===== src/rtl/pausable_counter_pkg.sv =====
// Shared types and default parameters for the pausable counter slice.
package pausable_counter_pkg;

  typedef enum logic {
    RUN   = 1'b0,
    PAUSE = 1'b1
  } state_e;

  localparam int unsigned WIDTH_DEF          = 4;
  localparam int unsigned DEBOUNCE_WIDTH_DEF = 16;
  // 5 ms at 12 MHz, minus one
  localparam int unsigned DEBOUNCE_COUNT_DEF = 60000 - 1;

endpackage


===== src/rtl/pausable_counter_if.sv =====
// Control and status signals of the pausable counter.
interface pausable_counter_if #(
  parameter int unsigned WIDTH = 4
);

  logic             tick;
  logic             btn_pause;
  logic [WIDTH-1:0] count;
  logic             paused;
  logic             wrap;

  modport master (
    output tick,
    output btn_pause,
    input  count,
    input  paused,
    input  wrap
  );

  modport slave (
    input  tick,
    input  btn_pause,
    output count,
    output paused,
    output wrap
  );

endinterface


===== src/rtl/pausable_counter_button_debouncer.sv =====
// Two-flop synchronizer, counting debouncer and press (0->1) detector for a raw pushbutton.
module button_debouncer
  import pausable_counter_pkg::*;
#(
  parameter int unsigned DEBOUNCE_WIDTH = DEBOUNCE_WIDTH_DEF,
  parameter int unsigned DEBOUNCE_COUNT = DEBOUNCE_COUNT_DEF
) (
  input  logic clk,
  input  logic rst,
  input  logic btn_in,
  output logic level,
  output logic press
);

  logic                      sync_q1;
  logic                      sync_q2;
  logic [DEBOUNCE_WIDTH-1:0] db_cnt;

  // press is registered alongside level so it pulses in the first cycle level reads 1
  always_ff @(posedge clk) begin
    if (rst) begin
      sync_q1 <= 1'b0;
      sync_q2 <= 1'b0;
      db_cnt  <= '0;
      level   <= 1'b0;
      press   <= 1'b0;
    end else begin
      sync_q1 <= btn_in;
      sync_q2 <= sync_q1;
      press   <= 1'b0;
      if (sync_q2 == level) begin
        db_cnt <= '0;
      end else if (db_cnt == DEBOUNCE_WIDTH'(DEBOUNCE_COUNT)) begin
        level  <= sync_q2;
        press  <= sync_q2;
        db_cnt <= '0;
      end else begin
        db_cnt <= db_cnt + DEBOUNCE_WIDTH'(1);
      end
    end
  end

endmodule


===== src/rtl/pausable_counter.sv =====
// Free-running counter advanced by tick, paused and resumed by a debounced pushbutton.
module pausable_counter
  import pausable_counter_pkg::*;
#(
  parameter int unsigned WIDTH          = WIDTH_DEF,
  parameter int unsigned DEBOUNCE_WIDTH = DEBOUNCE_WIDTH_DEF,
  parameter int unsigned DEBOUNCE_COUNT = DEBOUNCE_COUNT_DEF
) (
  input  logic                clk,
  input  logic                rst,
  pausable_counter_if.slave   bus
);

  logic             btn_level;
  logic             btn_press;
  logic             press_c;
  logic             inc_c;
  state_e           state_q;
  state_e           state_nxt;
  logic [WIDTH-1:0] count_q;
  logic             wrap_q;
  logic             paused_q;

  button_debouncer #(
    .DEBOUNCE_WIDTH (DEBOUNCE_WIDTH),
    .DEBOUNCE_COUNT (DEBOUNCE_COUNT)
  ) u_debouncer (
    .clk    (clk),
    .rst    (rst),
    .btn_in (bus.btn_pause),
    .level  (btn_level),
    .press  (btn_press)
  );

  // a press is only valid while the accepted button level is high
  assign press_c = btn_press & btn_level;

  always_ff @(posedge clk) begin
    if (rst) state_q <= RUN;
    else     state_q <= state_nxt;
  end

  always_comb begin
    state_nxt = state_q;
    if (press_c) begin
      case (state_q)
        RUN:     state_nxt = PAUSE;
        PAUSE:   state_nxt = RUN;
        default: state_nxt = RUN;
      endcase
    end
  end

  // tick is qualified by the state before any transition this cycle
  always_comb begin
    inc_c = 1'b0;
    if (state_q == RUN) inc_c = bus.tick;
  end

  always_ff @(posedge clk) begin
    if (rst) begin
      count_q  <= '0;
      wrap_q   <= 1'b0;
      paused_q <= 1'b0;
    end else begin
      wrap_q   <= inc_c & (count_q == '1);
      paused_q <= (state_nxt == PAUSE);
      if (inc_c) count_q <= count_q + WIDTH'(1);
    end
  end

  assign bus.count  = count_q;
  assign bus.wrap   = wrap_q;
  assign bus.paused = paused_q;

endmodule


===== src/flat_wrapper.sv =====
// flat-port wrapper written by rule: the top's interface ports become plain ports
module pausable_counter_flat import pausable_counter_pkg::*;
#(
  parameter int unsigned WIDTH          = WIDTH_DEF,
  parameter int unsigned DEBOUNCE_WIDTH = DEBOUNCE_WIDTH_DEF,
  parameter int unsigned DEBOUNCE_COUNT = DEBOUNCE_COUNT_DEF
)
  (clk, rst, bus_tick, bus_btn_pause, bus_count, bus_paused, bus_wrap);
  pausable_counter_if #(.WIDTH(WIDTH)) bus_i ();
  input  logic clk;
  input  logic rst;
  input wire logic [$bits(bus_i.tick)-1:0] bus_tick;
  input wire logic [$bits(bus_i.btn_pause)-1:0] bus_btn_pause;
  output wire logic [$bits(bus_i.count)-1:0] bus_count;
  output wire logic [$bits(bus_i.paused)-1:0] bus_paused;
  output wire logic [$bits(bus_i.wrap)-1:0] bus_wrap;
  assign bus_i.tick = bus_tick;
  assign bus_i.btn_pause = bus_btn_pause;
  assign bus_count = bus_i.count;
  assign bus_paused = bus_i.paused;
  assign bus_wrap = bus_i.wrap;
  pausable_counter #(.WIDTH(WIDTH), .DEBOUNCE_WIDTH(DEBOUNCE_WIDTH), .DEBOUNCE_COUNT(DEBOUNCE_COUNT)) u_core (.clk(clk), .rst(rst), .bus(bus_i));
endmodule

===== config.mk =====
export PLATFORM = sky130hd
export DESIGN_NAME = pausable_counter_flat
export DESIGN_NICKNAME = d
export VERILOG_FILES = /design/src/rtl/pausable_counter_pkg.sv /design/src/rtl/pausable_counter_if.sv /design/src/rtl/pausable_counter_button_debouncer.sv /design/src/rtl/pausable_counter.sv /design/src/flat_wrapper.sv
export SDC_FILE = /design/constraint.sdc
export NUM_CORES = 1
export LEC_CHECK = 0
export BUFFER_PORTS_ARGS = -buffer_cell sky130_fd_sc_hd__buf_2
export CAP_MARGIN = 20
export CELL_PAD_IN_SITES_DETAIL_PLACEMENT = 2
export CELL_PAD_IN_SITES_GLOBAL_PLACEMENT = 2
export CORE_MARGIN = 1
export CORE_UTILIZATION = 41
export CTS_BUF_LIST = sky130_fd_sc_hd__clkbuf_8
export DETAILED_ROUTE_END_ITERATION = 8
export PLACE_DENSITY_LB_ADDON = 0.25
export SYNTH_ARGS = -nofsm -noshare
export SYNTH_HDL_FRONTEND = slang
export SYNTH_HIERARCHICAL = 1
export SYNTH_SLANG_ARGS = --single-unit

===== constraint.sdc =====
create_clock -name clk -period 4.9 [get_ports clk]
set_input_delay 0.735 -clock clk [delete_from_list [all_inputs] [get_ports clk]]
set_output_delay 0.735 -clock clk [all_outputs]
set_load 0.03 [all_outputs]

==> impl_results.md, run 1 <==
- Worst Setup Path Type: reg2reg
- Syn-to-layout area delta: 10.7%
- Worst-path clk slew: 0.09 ns
- Routed len/inst: 17.8 µm
- Sequential group share of total power: 52.8%
- Critical Path RT: 5.04 ns
- Fraction of registers with async set/reset: 0%
- VDD IR-drop max: 0.193 mV
- PD cells: 328 nW/µm²
- Seq/Total Area, Yosys: 46.1%
- Worst slew pin tran: 0.531 ns
- Comb power frac: 4.1%
- Commonest cells after routing, fill and taps aside: 26 x dfxtp_1, 18 x nor2_1, 13 x xor2_1
- Final layout net count: 133
- Die area: 2970 µm²
- H-tree depth: 1
- Post-Route WL: 2.77 mm
- Initial antenna violation count: 0
- Post-Syn Area: 1130 µm²
- 1st-pass router iterations: 2
- Layout cells sized above 1: 16.7%
- CP max FO: 14
- Synth warn: 6
- DR WL met3: 30 µm
- Max Root-Sink Buffers: 2
- Post-synthesis register bit count: 26
- Uppermost layer routed: met4
- Final HPWL from detailed placement: 1.87 mm
- Vias in the first global route: 906
- Die width: 54.5 µm
- Setup TNS Final: 0 ns
- Max Slew Vio Count: 0
- Final setup violation count: 0
- Row Count: 18
- Fin. Hold Viols: 0
- Die H: 54.5 µm
- # resized after CTS: 0
- Clock sinks: 26
- Synth Flop Type: dfxtp_1
- Setup ws final: 2.92 ns
- Post-CTS setup repair buffer count: 0
- Metal2 WL: 1.45 mm
- EDFF count, synth: 0
- Core Util, Final: 49.2%
- Clock root cell: clkbuf_8
- Internal power component: 330 µW
- Fill cells: 287
- Largest net degree at the start of global routing: 16
- Syn Inst Count: 117
- # diodes: 0
- Max cap viols: 0
- Initial DRC count: 1
- Routability cong.: 0.759
- P_leak: 0.000468 µW
- Run status: completed
- Tmin final: 1.98 ns
- CTS tree: done
- Slew margin rel.: 64.6%
- DR vias: 847
- Post-synth cell types: 32
- Global-route wire length before repair: 4.42 mm
- Syn Nets: 123
- Global Route Usage Sum: 21.7%
- RSZ-0062 raised after global routing: no
- DRC viols: 0
- Fin crit share: 40.4%
- Pre-CTS setup slack: 2.95 ns
- Met1 WL: 1.27 mm
- IO Pins: 10
- Final ANT Viol Nets: 0
- Sw Share: 19.6%
- F_max: 505 MHz
- Hold Buf Count CTS: 0
- Clock group share of total power: 43.0%
- Clk_lat worst skew: 0.27 ns
- Initial Util: 44.4%
- Syn Area/Cell: 9.66 µm²
- Worst setup SP type: register
- Data arrival, critical path: 2.12 ns
- Placeable Area: 2540 µm²
- Hold WC Path Type: reg2reg
- GR Overflow Total: 0
- NetSw: 80.4 µW
- Commonest non-fill, non-tap cell in the layout: dfxtp_1
- CP Capture Type: register
- CTS Buf Count: 3
- Via/cell ratio: 5.43
- PortBufs: 9
- Skew final: 0.00213 ns
-- power by group through the flow --
| stage | registers [µW] | logic (µW) | clock network (µW) |
|---|---|---|---|
| global route | 217 | 19.1 | 187 |
| detailed placement | 222 | 17.2 | 0 |
| global placement | 221 | 16.3 | 0 |
| CTS | 217 | 17.3 | 182 |
| finish | 217 | 17.0 | 177 |
| floorplan | 225 | 7.99 | 0 |
-- critical path: stages (launching register included) --
cell     delay, ns
dfxtp_1       0.40
ha_1          0.23
and4_1        0.39
and4_4        0.27
or2_1         0.44
nor2_1        0.12
-- layout make-up --
cell class / count / area (µm²) / share of cell area (%)
well taps: 30 / 37.5 / 3.00
flip-flops and latches: 26 / 520 / 41.6
clock inverters: 1 / 30.0 / 2.40
clock buffers: 3 / 41.3 / 3.30
multi-input cells: 85 / 569 / 45.5
repair buffers: 9 / 45.0 / 3.60
inverters: 2 / 7.51 / 0.600
-- synth_stat cells (2+ instances only) --
library cell  number  area [µm²]
nand2_1            4        15.0
or3_2              2        15.0
buf_2              2        10.0
inv_1              2        7.51
mux2i_1            3        30.0
and3_1             2        12.5
nand4_1            6        37.5
nor2b_1            2        12.5
dfxtp_1           26         521
xor2_1            13         114
a21oi_1            3        15.0
o21ai_0            2        10.0
nor4b_1            2        17.5
nand3_1            7        35.0
xnor2_1            2        17.5
nand2b_1           2        12.5
and4_4             2        22.5
nor2_1            18        67.6
buf_6              2        22.5
ha_1               2        25.0
and4_1             2        17.5
-- registers in the layout, summed over array words and instances, names as in the netlist --
name and cells:
u_core/bus.count 4, u_core/bus.paused 1, u_core/bus.wrap 1, u_core/u_debouncer/db_cnt 16, u_core/u_debouncer/level 1, u_core/u_debouncer/press 1
u_core/u_debouncer/sync_q1 1, u_core/u_debouncer/sync_q2 1
-- cells by family after synthesis --
logic type	count (synthesis)	share of synthesized area, %
AO/OA/AOI/OAI	6	2.88
adder cells (fa/ha/maj)	2	2.21
multiplexers	3	2.66
buffers and inverters	6	3.54
XOR/XNOR	15	11.6
AND/OR/NAND/NOR	59	31.0
flip-flops	26	46.1
-- layer usage --
layer	GRT usage (%)	up-vias
li1	-	419
met5	0	-
met1	24.8	418
met4	7.69	0
met3	3.33	4
met2	40.0	6
-- path summary, 6_finish.rpt --
check | slack [ns] | startpoint | depth (start not counted) | end
max | 2.92 | u_core/u_debouncer/db_cnt[0] | 5 | u_core/u_debouncer/db_cnt[12]
min | 0.47 | u_core/u_debouncer/sync_q1 | 1 | u_core/u_debouncer/sync_q2
max reg2reg | 2.92 | u_core/u_debouncer/db_cnt[0] | 5 | u_core/u_debouncer/db_cnt[12]
min reg2reg | 0.47 | u_core/u_debouncer/sync_q1 | 1 | u_core/u_debouncer/sync_q2
-- per-stage QoR --
stage | hold slack [ns] | total power, µW | cells | instance area, µm²
5_1_grt | 0.478 | 423 | 156 | 1250
3_5_place_dp | 0.463 | 239 | 152 | 1180
3_3_place_gp | 0.420 | 238 | 152 | 1180
4_1_cts | 0.476 | 416 | 156 | 1250
2_1_floorplan | 0.414 | 233 | 117 | 1130
6_report | 0.472 | 410 | 156 | 1250
Note: power is estimated with default switching activity, not from simulation.
==> run 2: changes to the inputs <==
--- a/config.mk
+++ b/config.mk
@@ -10,7 +10,7 @@
 export CELL_PAD_IN_SITES_DETAIL_PLACEMENT = 2
 export CELL_PAD_IN_SITES_GLOBAL_PLACEMENT = 2
 export CORE_MARGIN = 1
-export CORE_UTILIZATION = 41
+export CORE_UTILIZATION = 34
 export CTS_BUF_LIST = sky130_fd_sc_hd__clkbuf_8
 export DETAILED_ROUTE_END_ITERATION = 8
 export PLACE_DENSITY_LB_ADDON = 0.25
==> constraint.sdc (replaced) <==
create_clock -name clk -period 1.8 [get_ports clk]
set_input_delay 0.27 -clock clk [delete_from_list [all_inputs] [get_ports clk]]
set_output_delay 0.27 -clock clk [all_outputs]
set_load 0.03 [all_outputs]
==> run 2 against run 1 <==
Effect of this change:
- core utilization down 7.2 points
- count of clock-buffer cells in the layout did not move
- sequential share of layout area decreased by 1.5 points
- setup slack got worse by 2.8 ns
- sequential power grew to 2.7 times the previous value
- die area rose by 20%
- clock power rose to 2.8 times the previous value
- cell area is 4.0% higher
- wire length is 11% lower
- critical endpoint is now u_core/u_debouncer/db_cnt[14]
- highest routed layer unchanged
==> impl_results.md, run 2 (synthesized netlist as in run 1, its figures left out) <==
- Run status: completed
- Initial Util: 36.4% (-8.0 points)
- CTS tree: done
- Global Route Usage Sum: 15.6% (-6.1 points)
- Commonest cells after routing, fill and taps aside: 25 x dfxtp_1, 18 x nor2_1, 13 x xor2_1
- PD cells: 867 nW/µm² (+160%)
- Syn-to-layout area delta: 15.2%
- VDD IR-drop max: 0.274 mV (+42%)
- Global-route wire length before repair: 4.02 mm (-9.1%)
- Post-CTS setup repair buffer count: 0 (unchanged)
- Via/cell ratio: 4.90 (-9.8%)
- DR WL met3: 39 µm (+30%)
- Critical Path RT: 2.01 ns (-3.03 ns)
- Final HPWL from detailed placement: 1.79 mm (-4.2%)
- Commonest non-fill, non-tap cell in the layout: dfxtp_1
- Hold path start: bus_btn_pause
- Routed len/inst: 14.1 µm (-21%)
- Clock root cell: clkbuf_8
- P_leak: 0.000489 µW (+4.5%)
- Worst Setup Path Type: reg2reg
- Worst slew pin tran: 0.363 ns (-0.169 ns)
- Clock sinks: 26 (unchanged)
- Max reg flops: 16 (unchanged)
- Fin. Hold Viols: 0 (unchanged)
- Worst Hold Depth: 2 (+1)
- GR Overflow Total: 0 (unchanged)
- 1st-pass router iterations: 3 (+1)
- Die H: 59.6 µm (+9.5%)
- IO Pins: 10 (unchanged)
- Final layout net count: 137 (+3.0%)
- Hold Buf Count CTS: 0 (unchanged)
- Max cap viols: 0 (unchanged)
- Met1 WL: 1.18 mm (-7.6%)
- Initial DRC count: 21 (+20)
- Routability cong.: 0.749 (-1.3%)
- Crit. Startpoint: u_core/u_debouncer/db_cnt[1]
- Final ANT Viol Nets: 0 (unchanged)
- Skew final: 0.00520 ns (+0.00307 ns)
- Max Slew Vio Count: 0 (unchanged)
- Metal2 WL: 1.19 mm (-17%)
- Largest net degree at the start of global routing: 16 (unchanged)
- DRC viols: 0 (unchanged)
- CP Capture Type: register
- CTS Buf Count: 3 (unchanged)
- Worst setup SP type: register
- Slew margin rel.: 75.5% (+11 points)
- Finished Layout Cells: 174 (+12%)
- # resized after CTS: 0 (unchanged)
- # diodes: 0 (unchanged)
- DR vias: 852 (+0.59%)
- Hold WC Path Type: in2reg
- Post-Route WL: 2.46 mm (-11%)
- Final setup violation count: 0 (unchanged)
- Uppermost layer routed: met4
- Vias in the first global route: 865 (-4.5%)
- Row Count: 20 (+2)
- Placed Cells: 170 (+12%)
- Worst reg2reg path depth: 5 (unchanged)
- Die width: 59.6 µm (+9.5%)
- Die area: 3560 µm² (+20%)
- Initial antenna violation count: 0 (unchanged)
- Clk_lat worst skew: 0.28 ns (about the same)
- F_max: 595 MHz (+18%)
- Setup ws final: 0.120 ns (-2.80 ns)
- Fin crit share: 93.3% (+53 points)
- H-tree depth: 1 (unchanged)
- PortBufs: 9 (unchanged)
- Max Root-Sink Buffers: 2 (unchanged)
- RR Startpoint: u_core/u_debouncer/db_cnt[1]
- CP max FO: 4 (-10)
- Most flops, register: u_core/u_debouncer/db_cnt
- Placeable Area: 3100 µm² (+22%)
- Tmin final: 1.68 ns (-0.302 ns)
- Data arrival, critical path: 1.89 ns (-0.23 ns)
- Setup TNS Final: 0 ns (unchanged)
- RSZ-0062 raised after global routing: no
- Worst-path clk slew: 0.09 ns (about the same)
- Layout cells sized above 1: 20.8% (+4.1 points)
- Pre-CTS setup slack: 0.0815 ns (-2.87 ns)
## run 2: changes by cell type in the layout (fill, tap and decap cells not counted), sizes merged
cell  change
buf       +4
## run 2: critical path, stage by stage (launching register included)
cell and delay [ns]:
dfxtp_1 0.40, ha_1 0.23, and4_2 0.31, nand3_1 0.11, or3_2 0.42, a21oi_1 0.15
## run 2: power by group
group	switching, µW	internal [µW]
Combinational	27.6	18.9
Clock	194	298
Sequential	7.18	583
## run 2: final cells by class
| type | count | area [µm²] |
|---|---|---|
| Clock buffer | 3 | 41.3 |
| Clock inverter | 1 | 30.0 |
| Fill cell | 364 | 1800 |
| Inverter | 2 | 7.51 |
| Multi-Input combinational cell | 85 | 571 |
| Sequential cell | 26 | 522 |
| Tap cell | 44 | 55.1 |
| Timing Repair Buffer | 13 | 75.1 |
## run 2: path summary, 6_finish.rpt
path                            slack [ns]                            end
worst max-delay path                  0.12  u_core/u_debouncer/db_cnt[14]
worst min-delay path                  0.22     u_core/u_debouncer/sync_q1
worst max register to register        0.12  u_core/u_debouncer/db_cnt[14]
worst min register to register        0.45   u_core/u_debouncer/db_cnt[0]
## run 2: per-stage QoR
| stage | utilization [%] | instance area (µm²) | hold WS [ns] | total power [µW] |
|---|---|---|---|---|
| finish | 41.9 | 1300 | 0.223 | 1130 |
| global route | 41.9 | 1300 | 0.236 | 1170 |
| CTS | 41.9 | 1300 | 0.225 | 1140 |
| detailed placement | 39.6 | 1230 | 0.437 | 651 |
| global placement | 39.6 | 1230 | 0.421 | 648 |
| floorplan | - | 1130 | 0.342 | 634 |
## run 2: metal layers
metal	vias to the layer above	track usage [%]
met5	-	0
met1	408	20.6
li1	432	-
met2	7	24.3
met4	0	7.97
met3	5	2.62
